===== src/rtl/queue_op_ctl_if.sv =====
// queue_op_ctl_if: request/response handshake bundle for queue_op_ctl.
// Ports: req_valid/req_op/req_ready (request), rsp_valid/rsp_ready/rsp_err/rsp_last (response).
interface queue_op_ctl_if;
   logic        req_valid;
   logic [1:0]  req_op;
   logic        req_ready;
   logic        rsp_valid;
   logic        rsp_ready;
   logic        rsp_err;
   logic [31:0] rsp_last;

   modport master (
      output req_valid, req_op, rsp_ready,
      input  req_ready, rsp_valid, rsp_err, rsp_last
   );

   modport slave (
      input  req_valid, req_op, rsp_ready,
      output req_ready, rsp_valid, rsp_err, rsp_last
   );
endinterface


===== src/rtl/queue_op_ctl.sv =====
// queue_op_ctl: enq/deq controller driving an external last-address counter.
// Ports: clk, rst (async active-low), bus (slave: request/response handshake),
//        enq/deq/last_done strobes, last_addr out, new_last in, mismatch flag.
// Optional macro LAST_CHECK_EN adds the sticky counter-mismatch comparator.
module queue_op_ctl #(
   parameter int unsigned DEPTH = 16
) (
   input  logic          clk,
   input  logic          rst,
   queue_op_ctl_if.slave bus,
   output logic          enq,
   output logic          deq,
   output logic          last_done,
   output logic [31:0]   last_addr,
   input  logic [31:0]   new_last,
   output logic          mismatch
);

   typedef enum logic [1:0] {IDLE, ISSUE, RESP} state_e;

   state_e      state_q;
   logic        rdy_q;
   logic        enq_q;
   logic        deq_q;
   logic        done_q;
   logic        vld_q;
   logic        err_q;
   logic        fresh_q;
   logic [31:0] last_q;
   logic [31:0] rsp_last_q;

   logic        accept_d;
   logic        can_enq_d;
   logic        can_deq_d;
   logic [31:0] rsp_last_d;

`ifdef LAST_CHECK_EN
   logic        is_enq_q;
   logic        mis_q;
   logic [31:0] exp_last_d;
`endif

   always_comb begin
      accept_d   = bus.req_valid & rdy_q;
      can_enq_d  = (bus.req_op == 2'b01) && (last_q < 32'(DEPTH));
      can_deq_d  = (bus.req_op == 2'b10) && (last_q != 32'd0);
      // new_last only becomes valid in the first RESP cycle, so it is
      // passed straight through then and held from a register afterwards.
      rsp_last_d = fresh_q ? new_last : rsp_last_q;
`ifdef LAST_CHECK_EN
      exp_last_d = is_enq_q ? last_q + 32'd1 : last_q - 32'd1;
`endif
   end

   always_ff @(posedge clk or negedge rst) begin
      if (!rst) begin
         state_q    <= IDLE;
         rdy_q      <= 1'b0;
         enq_q      <= 1'b0;
         deq_q      <= 1'b0;
         done_q     <= 1'b0;
         vld_q      <= 1'b0;
         err_q      <= 1'b0;
         fresh_q    <= 1'b0;
         last_q     <= 32'd0;
         rsp_last_q <= 32'd0;
`ifdef LAST_CHECK_EN
         is_enq_q   <= 1'b0;
         mis_q      <= 1'b0;
`endif
      end else begin
         unique case (state_q)
            IDLE: begin
               rdy_q <= 1'b1;
               if (accept_d) begin
                  rdy_q <= 1'b0;
                  if (can_enq_d || can_deq_d) begin
                     state_q  <= ISSUE;
                     enq_q    <= can_enq_d;
                     deq_q    <= can_deq_d;
                     done_q   <= 1'b1;
`ifdef LAST_CHECK_EN
                     is_enq_q <= can_enq_d;
`endif
                  end else begin
                     state_q    <= RESP;
                     vld_q      <= 1'b1;
                     err_q      <= 1'b1;
                     rsp_last_q <= last_q;
                  end
               end
            end
            ISSUE: begin
               enq_q   <= 1'b0;
               deq_q   <= 1'b0;
               done_q  <= 1'b0;
               vld_q   <= 1'b1;
               err_q   <= 1'b0;
               fresh_q <= 1'b1;
               state_q <= RESP;
            end
            RESP: begin
               fresh_q    <= 1'b0;
               rsp_last_q <= rsp_last_d;
`ifdef LAST_CHECK_EN
               if (fresh_q && (new_last != exp_last_d))
                  mis_q <= 1'b1;
`endif
               if (bus.rsp_ready) begin
                  vld_q   <= 1'b0;
                  err_q   <= 1'b0;
                  rdy_q   <= 1'b1;
                  state_q <= IDLE;
                  if (!err_q)
                     last_q <= rsp_last_d;
               end
            end
            default: state_q <= IDLE;
         endcase
      end
   end

   assign bus.req_ready = rdy_q;
   assign bus.rsp_valid = vld_q;
   assign bus.rsp_err   = err_q;
   assign bus.rsp_last  = rsp_last_d;
   assign enq           = enq_q;
   assign deq           = deq_q;
   assign last_done     = done_q;
   assign last_addr     = last_q;

`ifdef LAST_CHECK_EN
   assign mismatch = mis_q;
`else
   assign mismatch = 1'b0;
`endif

endmodule


===== src/flat_wrapper.sv =====
// flat-port wrapper written by rule: the top's interface ports become plain ports
module queue_op_ctl_flat 
#(
   parameter int unsigned DEPTH = 16
)
  (clk, rst, enq, deq, last_done, last_addr, new_last, mismatch, bus_req_valid, bus_req_op, bus_rsp_ready, bus_req_ready, bus_rsp_valid, bus_rsp_err, bus_rsp_last);
  queue_op_ctl_if bus_i ();
  input  logic clk;
  input  logic rst;
  output logic enq;
  output logic deq;
  output logic last_done;
  output logic [31:0] last_addr;
  input  logic [31:0] new_last;
  output logic mismatch;
  input wire logic [$bits(bus_i.req_valid)-1:0] bus_req_valid;
  input wire logic [$bits(bus_i.req_op)-1:0] bus_req_op;
  input wire logic [$bits(bus_i.rsp_ready)-1:0] bus_rsp_ready;
  output wire logic [$bits(bus_i.req_ready)-1:0] bus_req_ready;
  output wire logic [$bits(bus_i.rsp_valid)-1:0] bus_rsp_valid;
  output wire logic [$bits(bus_i.rsp_err)-1:0] bus_rsp_err;
  output wire logic [$bits(bus_i.rsp_last)-1:0] bus_rsp_last;
  assign bus_i.req_valid = bus_req_valid;
  assign bus_i.req_op = bus_req_op;
  assign bus_i.rsp_ready = bus_rsp_ready;
  assign bus_req_ready = bus_i.req_ready;
  assign bus_rsp_valid = bus_i.rsp_valid;
  assign bus_rsp_err = bus_i.rsp_err;
  assign bus_rsp_last = bus_i.rsp_last;
  queue_op_ctl #(.DEPTH(DEPTH)) u_core (.clk(clk), .rst(rst), .bus(bus_i), .enq(enq), .deq(deq), .last_done(last_done), .last_addr(last_addr), .new_last(new_last), .mismatch(mismatch));
endmodule

===== config.mk =====
export PLATFORM = sky130hd
export DESIGN_NAME = queue_op_ctl_flat
export DESIGN_NICKNAME = d
export VERILOG_FILES = /design/src/rtl/queue_op_ctl_if.sv /design/src/rtl/queue_op_ctl.sv /design/src/flat_wrapper.sv
export SDC_FILE = /design/constraint.sdc
export NUM_CORES = 1
export LEC_CHECK = 0
export CAP_MARGIN = 20
export CORE_UTILIZATION = 40
export DETAILED_ROUTE_END_ITERATION = 8
export PLACE_DENSITY = 0.71
export SYNTH_ARGS = -nofsm -noshare
export SYNTH_HDL_FRONTEND = slang
export SYNTH_SLANG_ARGS = --single-unit

===== constraint.sdc =====
create_clock -name clk -period 3 [get_ports clk]
set_clock_uncertainty 0.15 [all_clocks]
set_input_delay 0.3 -clock clk [delete_from_list [all_inputs] [get_ports clk]]
set_output_delay 0.3 -clock clk [all_outputs]
set_load 0.03 [all_outputs]

Word-level counts from Yosys, hierarchy flattened
Index checks and enable logic that the tools add are counted.
{ "totals": {"out_inout_bits": 71, "ram_bits": 0, "latchBits": 0, "n_memories": 0, "word_cells": 62, "regBits": 73, "input_bits": 38, "romBits": 0} }
{ "op_classes": {"div_mod_pow": 0, "mux": 26, "shift": 0, "reduce_logical": 15, "n_bitwise": 2, "mul": 0, "addsub": 0, "eq_ne": 8, "magnitude_cmp": 1} }
{ "ops": {"columns": ["operator", "n"], "rows": [
  ["$mux W32", 3],
  ["$pmux W32 S2", 1],
  ["$lt A32 B5 Y1 const B", 1],
  ["$reduce_bool A32 Y1", 1],
  ["$mux W1", 11],
  ["$pmux W1 S2", 5],
  ["$reduce_and A3 Y1", 3],
  ["$mux W2", 3],
  ["$pmux W1 S3", 2],
  ["$pmux W2 S3", 1],
  ["$reduce_bool A2 Y1", 3],
  ["$eq A2 B1 Y1 const B", 2],
  ["$eq A2 B2 Y1 const B", 2],
  ["$ne A2 B1 Y1 const B", 2],
  ["$ne A2 B2 Y1 const B", 2],
  ["$reduce_and A2 Y1", 2],
  ["$reduce_and A4 Y1", 1],
  ["$reduce_bool A3 Y1", 1],
  ["$logic_and A1 B1 Y1", 2],
  ["$logic_not A2 Y1", 1],
  ["$and A1 B1 Y1", 1],
  ["$logic_or A1 B1 Y1", 1],
  ["$not A1 Y1", 1]
]} }

Depth between registers and ports, before layout
{ "depth": {"depth_word": 6, "depth_mapped": 9, "depth_no_buf": 8} }

Worst setup path after synthesis
Ideal clock, no wire load.
{ "synth_timing": {"kind": "reg-to-reg", "from": "reg u_core.last_q[8], in the netlist u_core.last_addr[8]", "to": "reg u_core.rsp_last_q[10]", "period_less_slack_ps": 2520, "stages_incl_launch_ff": 7, "arrival_ps": 2245, "required_ps": 2725, "setup_time_ps": 125, "n_path_buf": 1, "slack_ps": 480, "path_cell_list": "dfrtp_1 or4_1 nor4_2 a2bb2oi_4 o21ai_4 buf_12 mux2_4"} }
{ "synth_between": {"elab_chain_len": 5, "word_cells_on_any_way": 7, "cone_classes": "1 x order compare; 1 x eq/ne; 5 x reduce/logical"} }
{ "synth_lines": {"columns": ["element", "line", "text"], "rows": [
  ["start: declaration", "queue_op_ctl.sv:29", "logic [31:0] last_q;"],
  ["start signal: assignment", "queue_op_ctl.sv:115", "last_q <= rsp_last_d;"],
  ["$lt A32 B5 Y1 / $reduce_bool A32 Y1 (equally long branches)", "queue_op_ctl.sv:45, queue_op_ctl.sv:46", null],
  ["$logic_and A1 B1 Y1, on equally long branches", "queue_op_ctl.sv:45, queue_op_ctl.sv:46", null],
  ["$logic_or A1 B1 Y1 (*)", "queue_op_ctl.sv:77", "if (can_enq_d || can_deq_d) begin"],
  ["$ne A2 B2 Y1 (no source line) (*)", null, null],
  ["$reduce_and A3 Y1 (no source line) (*)", null, null],
  ["end signal: assignment", "queue_op_ctl.sv:89", "rsp_last_q <= last_q;"],
  ["end signal: assignment", "queue_op_ctl.sv:104", "rsp_last_q <= rsp_last_d;"],
  ["end: declaration", "queue_op_ctl.sv:30", "logic [31:0] rsp_last_q;"]
]} }
Mark *: on every way between the ends. The rest lies on a longest branch, timed or not.
A chain may end at the register's enable or synchronous reset.

Worst setup path after layout
{ "layout_timing": {"from": "reg u_core.fresh_q", "to": "out bus_rsp_last[4]"} }
{ "layout_between": {"elab_chain_len": 1} }
{ "layout_lines": {"columns": ["element", "line", "text"], "rows": [
  ["start: declaration", "queue_op_ctl.sv:28", "logic fresh_q;"],
  ["start signal: assignment", "queue_op_ctl.sv:64", "fresh_q <= 1'b0;"],
  ["start signal: assignment", "queue_op_ctl.sv:99", "fresh_q <= 1'b1;"],
  ["start signal: assignment", "queue_op_ctl.sv:103", "fresh_q <= 1'b0;"],
  ["$mux W32", "queue_op_ctl.sv:49", "rsp_last_d = fresh_q ? new_last : rsp_last_q;"],
  ["end: declaration", "flat_wrapper.sv:22", "output wire logic [$bits(bus_i.rsp_last)-1:0] bus_rsp_last;"]
]} }
Every way passes these cells.

==> out/results.txt <==
Run status = complete, no violations
Slew Viols, Final = 0
Fmax achieved = 352 MHz
Clock sink total = 73
Initial Util = 0.414
Via Count = 3044
Core footprint = 9280 µm²
Main combinational cell family by area after synthesis = multiplexers
Synth top area cells = dfrtp_1 48%, mux2_4 12%, mux2i_1 8.6%
RSZ-0062 raised after global routing = false
Leading cell type by number of instances after synthesis = dfrtp_1
Power Density = 1390 nW/µm²
Slew @ Worst Pin = 0.907 ns
Max VDD drop = 0.617 mV
Clock Latency Late Sink = 0.33 ns
Async SR Flop Fraction = 1.00
Worst-path maximum fanout = 18
Post-Synth Simple-Gate Area = 0.106
Synthesis-stage register bit count = 73
Min-Delay Path Class = reg2reg
Std cell rows = 35
Leak Pwr = 2.51 nW
Synth Area in Adders = 0.0130
Die ar. = 10000 µm²
I/O pin cnt = 109
Die height = 100 µm
Vias in the first global route = 2937
Data required, critical path = 2.55 ns
Synth Area in Compound Gates = 0.115
Post-synthesis sequential area ratio = 0.475
Final period utilization = 0.947
Drt drc = 0
Vias/cell = 4.94
Ys flop type = dfrtp_1
Slew headroom = 0.396
Post-synthesis cell type with the largest combined area = dfrtp_1
XOR/XNOR Fraction of Synth Area = 0
WL/cell = 14.9 µm
Max-cap violations = 0
TritonCTS buffer count = 9
Largest net degree at the start of global routing = 74
IO buf count = 107
CTS tree = yes
DR iter-0 viols = 158
Root Driver = clkbuf_8
Layout Nets = 524
Die W = 100 µm
Grt ovf = 0
Synth Warn # = 0
Fin crit period = 2.84 ns
Initial antenna violation count = 0
Cells after Synth = 379
Post-synth top area share = 0.475
Crit start category = register
Synth cell types = 28
Hold Worst Slack = 0.365 ns
Fin. Hold Viols = 0
Setup CP Type = reg2out
Mux cell area share after synthesis = 0.215
Diodes inserted = 0
Endpoint type of the worst setup path = output pin
H-tree depth = 3
DRT antenna net count = 0
Tot GR Track Use = 0.190
Detailed placement HPWL = 6.49 mm
TNS Setup = 0 ns
GP Congestion = 0.876
Share of layout cells above drive strength 1 = 0.131
First-pass GRT wire length = 14.6 mm
Detailed Route WL = 9.16 mm
Worst reg-to-reg setup slack = 0.28 ns
Mapped Area = 3840 µm²
First drt pass iteration count = 4
Arrival time of the worst setup path = 2.39 ns
Avg Synthesized Cell Area = 10.1 µm²
Clk pin slew, worst setup/hold paths = 0.07 ns
# setup viols final = 0
Clk buf depth = 2
Post-synth EDFFs = 0
Post_cts resized = 0
P&R area growth vs syn = 35.8%
Mapped Nets = 421
Top post-synthesis cells by count = 73 x dfrtp_1, 38 x inv_1, 38 x nand2_1, 38 x nor2_1
-- metal layers --
metal	wire length, µm	vias up	global-route usage
met5	0	-	0
met4	79	0	0.0602
met3	550	6	0.0383
met2	4390	91	0.318
met1	4130	1465	0.250
li1	-	1482	-
-- registers in the layout, indices dropped and copies added (netlist names) --
name / cells
u_core.enq: 1
u_core.last_done: 1
u_core.state_q: 2
u_core.last_addr: 32
u_core.bus.req_ready: 1
u_core.bus.rsp_err: 1
u_core.fresh_q: 1
u_core.deq: 1
u_core.bus.rsp_valid: 1
u_core.rsp_last_q: 32
-- cells in the final DEF, fill, tap and decap left out, drive strengths merged --
| cell | n |
|---|---|
| dlygate4sd3 | 1 |
| o21ai | 38 |
| mux2 | 34 |
| nor4 | 9 |
| ha | 4 |
| a22oi | 1 |
| mux2i | 33 |
| clkinv | 1 |
| a21oi | 37 |
| nand2b | 1 |
| nand3 | 2 |
| dfrtp | 73 |
| nand2 | 38 |
| conb | 1 |
| clkdlybuf4s50 | 106 |
| nand4 | 1 |
| nor2 | 38 |
| buf | 8 |
| inv | 38 |
| a2bb2oi | 1 |
| nor2b | 1 |
| o221ai | 1 |
| clkbuf | 14 |
| bufinv | 1 |
| or4 | 3 |
| o22ai | 2 |
-- stage by stage --
step	std cells	total power, mW	instance area, µm²	setup slack, ns	util
detailed placement	599	6.49	5000	0.220	0.539
floorplan	379	5.12	3840	0.480	-
global placement	599	6.36	5000	0.300	0.539
CTS	616	7.31	5220	0.143	0.562
finish	616	7.25	5220	0.159	0.562
global route	616	7.73	5220	0.0362	0.562
-- report_power, final --
group,total [mW],switching (mW),internal [mW]
Clock,0.795,0.342,0.453
Combinational,4.52,2.40,2.11
Sequential,1.94,0.456,1.49
Total,7.25,3.20,4.05
-- layout make-up --
type,instances,area [µm²]
Sequential cell,73,1830
Clock buffer,14,173
Tap cell,129,161
Timing Repair Buffer,115,1140
Clock inverter,2,35.0
Fill cell,842,4060
Inverter,38,143
Multi-Input combinational cell,245,1740
-- critical path, cell delays in order (launching register included) --
cell             delay (ns)
dfrtp_2                0.73
buf_4                  0.32
mux2i_1                0.35
inv_1                  0.07
clkdlybuf4s50_1        0.59
-- kinds of logic (layout without fill, tap and decap cells) --
family / count (synthesis) / after routing
compound gates: 80 / 80
fa+ha+maj: 4 / 4
buf+inv: 61 / 169
flops: 73 / 73
mux: 67 / 67
other cells: 1 / 1
simple gates: 93 / 93
-- repair_timing --
item | in CTS | in global routing
endpoints found under the hold margin | 73 | 0
buffers inserted | 0 | 0
hold buffers | 1 | 0
-- final timing paths --
kind	startpoint	endpoint	depth (start not counted)
max reg2reg	u_core.last_addr[17]	u_core.rsp_last_q[31]	7
min	u_core.rsp_last_q[0]	u_core.rsp_last_q[0]	1
min reg2reg	u_core.rsp_last_q[0]	u_core.rsp_last_q[0]	1
max	u_core.fresh_q	bus_rsp_last[4]	4
min in group asynchronous	rst	u_core.last_addr[2]	2
max in group asynchronous	rst	u_core.fresh_q	2
Power figures use the tool's default switching activity.
